===== config.mk =====
export PLATFORM = sky130hd
export DESIGN_NAME = ps2_scan_decoder
export DESIGN_NICKNAME = d
export VERILOG_FILES = /design/src/rtl/ps2_scan_decoder.sv
export SDC_FILE = /design/constraint.sdc
export NUM_CORES = 1
export LEC_CHECK = 0
export ABC_CLOCK_PERIOD_IN_PS = 5570
export CORE_ASPECT_RATIO = 0.6
export CORE_UTILIZATION = 55
export DETAILED_ROUTE_END_ITERATION = 7
export PLACE_DENSITY_LB_ADDON = 0.05
export SYNTH_ARGS = -nofsm -noshare
export SYNTH_HDL_FRONTEND = slang
export SYNTH_SLANG_ARGS = --single-unit

===== constraint.sdc =====
create_clock -name clk -period 5.57 [get_ports clk]
set_input_delay 1.114 -clock clk [delete_from_list [all_inputs] [get_ports clk]]
set_output_delay 1.114 -clock clk [all_outputs]
set_load 0.02 [all_outputs]

===== src/rtl/ps2_scan_decoder.sv =====
// ps2_scan_decoder: PS/2 keyboard frame receiver emitting single-cycle make-code events
module ps2_scan_decoder #(
  parameter int TIMEOUT_CYC = 200000,
  parameter bit FILTER_DIRS = 1'b1
) (
  input  logic       clk,
  input  logic       rst,
  input  logic       ps2_clk,
  input  logic       ps2_data,
  output logic [7:0] keyboardCode,
  output logic       ps2_ready,
  output logic       ext_key,
  output logic       frame_err
);
  localparam int TW = $clog2(TIMEOUT_CYC + 1);
  typedef enum logic [1:0] {IDLE, RECV, CHECK} state_t;
  state_t state, state_n;
  logic [2:0] pc_s;
  logic [1:0] pd_s;
  logic [3:0] cnt, cnt_n;
  logic [9:0] sh, sh_n;
  logic [TW-1:0] tmo, tmo_n;
  logic ext_f, ext_n, brk_f, brk_n;
  logic [7:0] code_n;
  logic ek_n, rdy_n, err_n;
  logic fall, d, ok, ign, dir;
  logic [7:0] b;
  assign fall = pc_s[2] & ~pc_s[1];
  assign d = pd_s[1];
  assign b = sh[7:0];
  assign ok = (^sh[8:0]) & sh[9];
  assign ign = b inside {8'hFA, 8'hAA, 8'hEE, 8'hFE, 8'hE1};
  assign dir = b inside {8'h6B, 8'h74, 8'h75, 8'h72};
  // state register, input synchronizers and registered outputs
  always_ff @(posedge clk) begin
    if (rst) begin
      state <= IDLE;
      pc_s <= 3'b111;
      pd_s <= 2'b11;
      cnt <= '0;
      sh <= '0;
      tmo <= '0;
      ext_f <= 1'b0;
      brk_f <= 1'b0;
      keyboardCode <= 8'h00;
      ext_key <= 1'b0;
      ps2_ready <= 1'b0;
      frame_err <= 1'b0;
    end else begin
      state <= state_n;
      pc_s <= {pc_s[1:0], ps2_clk};
      pd_s <= {pd_s[0], ps2_data};
      cnt <= cnt_n;
      sh <= sh_n;
      tmo <= tmo_n;
      ext_f <= ext_n;
      brk_f <= brk_n;
      keyboardCode <= code_n;
      ext_key <= ek_n;
      ps2_ready <= rdy_n;
      frame_err <= err_n;
    end
  end
  // frame reception, timeout, validity check and prefix/break decoding
  always_comb begin
    state_n = state;
    cnt_n = cnt;
    sh_n = sh;
    tmo_n = tmo;
    ext_n = ext_f;
    brk_n = brk_f;
    code_n = keyboardCode;
    ek_n = ext_key;
    rdy_n = 1'b0;
    err_n = 1'b0;
    case (state)
      IDLE: if (fall && !d) begin
        state_n = RECV;
        cnt_n = '0;
        tmo_n = '0;
      end
      RECV: if (fall) begin
        sh_n = {d, sh[9:1]};
        cnt_n = cnt + 4'd1;
        tmo_n = '0;
        state_n = (cnt == 4'd9) ? CHECK : RECV;
      end else if (tmo == TW'(TIMEOUT_CYC - 1)) begin
        state_n = IDLE;
        err_n = 1'b1;
        ext_n = 1'b0;
        brk_n = 1'b0;
      end else begin
        tmo_n = tmo + 1'b1;
      end
      CHECK: begin
        state_n = IDLE;
        if (!ok) begin
          err_n = 1'b1;
          ext_n = 1'b0;
          brk_n = 1'b0;
        end else if (b == 8'hE0) begin
          ext_n = 1'b1;
        end else if (b == 8'hF0) begin
          brk_n = 1'b1;
        end else if (!ign) begin
          ext_n = 1'b0;
          brk_n = 1'b0;
          if (!brk_f && (!FILTER_DIRS || dir)) begin
            code_n = b;
            ek_n = ext_f;
            rdy_n = 1'b1;
          end
        end
      end
      default: state_n = IDLE;
    endcase
  end
endmodule


==> metrics.yaml <==
status: "finished clean"
rows: 19
track_usage: 0.230
wl_mm: 5.50
whs_ns: 0.415
total_power_uw: 627
wire_per_inst_microns: 14.1
vias: 2251
ant_nets: 0
cts_setup_buffers: 0
clk_pin_slew_ns: 0.10
num-fill-cells: 407
gp_congestion: 0.842
cts_sinks: 52
tns_ns: 0
grt_antenna_before_repair: 0
drv_slew: 0
power.density_nw_per_um2: 214
arrival_ns: 2.71
postSynthCellCount: 317
drive_gt1_frac: 0.0828
yosysSeqAreaShare: 0.388
dpl.hpwl_mm: 4.00
crit_path_top_delay_cell: "dfxtp_1"
startpoint_type: "register"
yosys_warnings: 0
die_w_microns: 92.2
synth_edf_count: 0
die_area_sq_um: 5170
rsz0062_at_grt: "no"
p_leak_nw: 0.954
cp_cell_sequence: "inv_1 > ha_1 > xnor3_1 > xnor2_1 > nand3_1 > o2bb2a_1 > a21oi_1"
yosys-top-cells-count: "dfxtp_1 (52), nand2_1 (38), a21oi_1 (37)"
synth.largest_area_cell: "dfxtp_1"
root_buffer: "clkbuf_8"
grt_overflow_total: 0
crit_buf_inv: 1
max_cap_violations: 0
cp-end-kind: "register"
top_level_ports: 15
critical_path.max_stage_delay_ns: 0.47
initialDrtViolationCount: 127
numCtsBuffers: 5
ys_ff_latch: 52
syn-cell-area_sq_um: 2680
hold_class: "register to register"
multi_input_area_sq_um: 1510
synthFlopType: "dfxtp_1"
p_seq_frac: 0.601
routed_via_density: 5.79
tightest_slew_ns: 0.892
sw_frac_of_total: 0.242
syn_area_per_cell_sq_um: 8.46
ir_drop_mv: 0.176
dieHeight_microns: 56.1
required_ns: 5.81
cts_hold_buffers: 0
first_pass_iters: 4
h-tree-depth: 2
critPathMaxFanout: 11
setup_viol: 0
io_buffers: 14
max_freq_ghz: 0.406
grt_pass1_vias: 1939
pwr-share-comb: 0.052
place_area_sq_um: 2840
seqCellArea_sq_um: 1040
clockPowerShare: 0.347
initial_core_util: 0.579
synthArstFlopShare: 0
synth.net_count: 341
insertion_delay_ns: 0.31
post_cts_resized: 0
critPathKind: "register to register"
grt_pass1_wl_mm: 9.34
grt_max_degree: 38
syn_to_final_growth_pct: 9.28
finalCriticalPeriod_ns: 2.47
cts_max_path_buffers: 2
netlist_top_cells_area: "dfxtp_1 (39%), ha_1 (9.3%), a21oi_1 (6.9%)"
post-synth-top-count-cell: "dfxtp_1"
drc: 0
slew_headroom: 0.404
fin_nets: 349
timing_hold_violations_final: 0
finalCritPeriodShare: 0.443
crit_family: "XOR/XNOR gates"
cts_tree: "yes"
design_area_sq_um: 2930
antenna_cells: 0
core_sq_um: 4640
power.internal_uw: 475
synthDistinctLibCells: 52
skew_ns: 0.00595
p_sw_uw: 152
synth_top_area_frac: 0.388
## final cells by class
cell class,count,share of cell area
timing repair buffer,15,0.0504
multi-input combinational,235,0.516
tap,63,0.0269
inverter,16,0.0205
clock buffer,5,0.0235
clock inverter,3,0.00726
sequential,52,0.355
## cells by family after synthesis
logic type,synth area share
AO/OA/AOI/OAI,0.173
XOR/XNOR,0.0378
adder cells (fa/ha/maj),0.0933
buffers and inverters,0.0476
flip-flops,0.388
multiplexers,0.00420
AND/OR/NAND/NOR,0.256
## final timing paths
check / startpoint / to / slack [ns] / cells past startpoint
worst max-delay path: sh[1] / ext_f / 3.10 / 7
worst min-delay path: pc_s[0] / pc_s[1] / 0.42 / 1
worst min register to register: pc_s[0] / pc_s[1] / 0.42 / 1
worst max register to register: sh[1] / ext_f / 3.10 / 7
## state kept, by name, summed over array words and instances, names as in the netlist
name          count
state             2
ext_key           1
brk_f             1
keyboardCode      8
sh               10
cnt               4
ext_f             1
pd_s              2
frame_err         1
pc_s              3
ps2_ready         1
tmo              18
## cells in the final DEF (no fill, tap or decap), drive strengths merged, types with 4 or more instances in the layout
cell type,count
nand2,38
inv,17
xnor2,8
nor2,13
clkdlybuf4s50,14
clkbuf,5
or2,7
nand4,6
a21oi,38
dfxtp,52
nand3,20
o31ai,5
or4,4
or3,7
ha,20
nor3,8
o21ai,21
nand2b,4
## power groups by stage
stage	clock network (mW)	registers (mW)	logic, mW
after detailed placement	0	0.385	0.0324
final	0.218	0.377	0.0326
after floorplan	0	0.385	0.0251
after global placement	0	0.385	0.0326
after CTS	0.225	0.377	0.0324
after global routing	0.242	0.377	0.0369
## worst reg2reg max path, cell delays in order, from the launching register on
cell      delay (ns)
dfxtp_1         0.47
inv_1           0.11
ha_1            0.30
xnor3_1         0.36
xnor2_1         0.25
nand3_1         0.37
o2bb2a_1        0.42
a21oi_1         0.13
## routing by layer
| layer | vias up | wire [microns] | share of wire | track usage |
|---|---|---|---|---|
| li1 | 1143 | - | - | - |
| met2 | 60 | 1970 | 0.36 | 0.288 |
| met3 | 3 | 320 | 0.058 | 0.0615 |
| met4 | 0 | 28 | 0.0051 | 0.0513 |
| met1 | 1045 | 3190 | 0.58 | 0.378 |
| met5 | - | 0 | 0 | 0 |
## metrics by stage
step / cells / util / worst slack, ns
finish: 389 / 0.632 / 3.10
global route: 389 / 0.632 / 2.90
CTS: 389 / 0.632 / 3.11
detailed placement: 381 / 0.613 / 3.04
global placement: 381 / 0.613 / 3.05
floorplan: 317 / - / 3.54
Note: power is estimated with default switching activity, not from simulation.
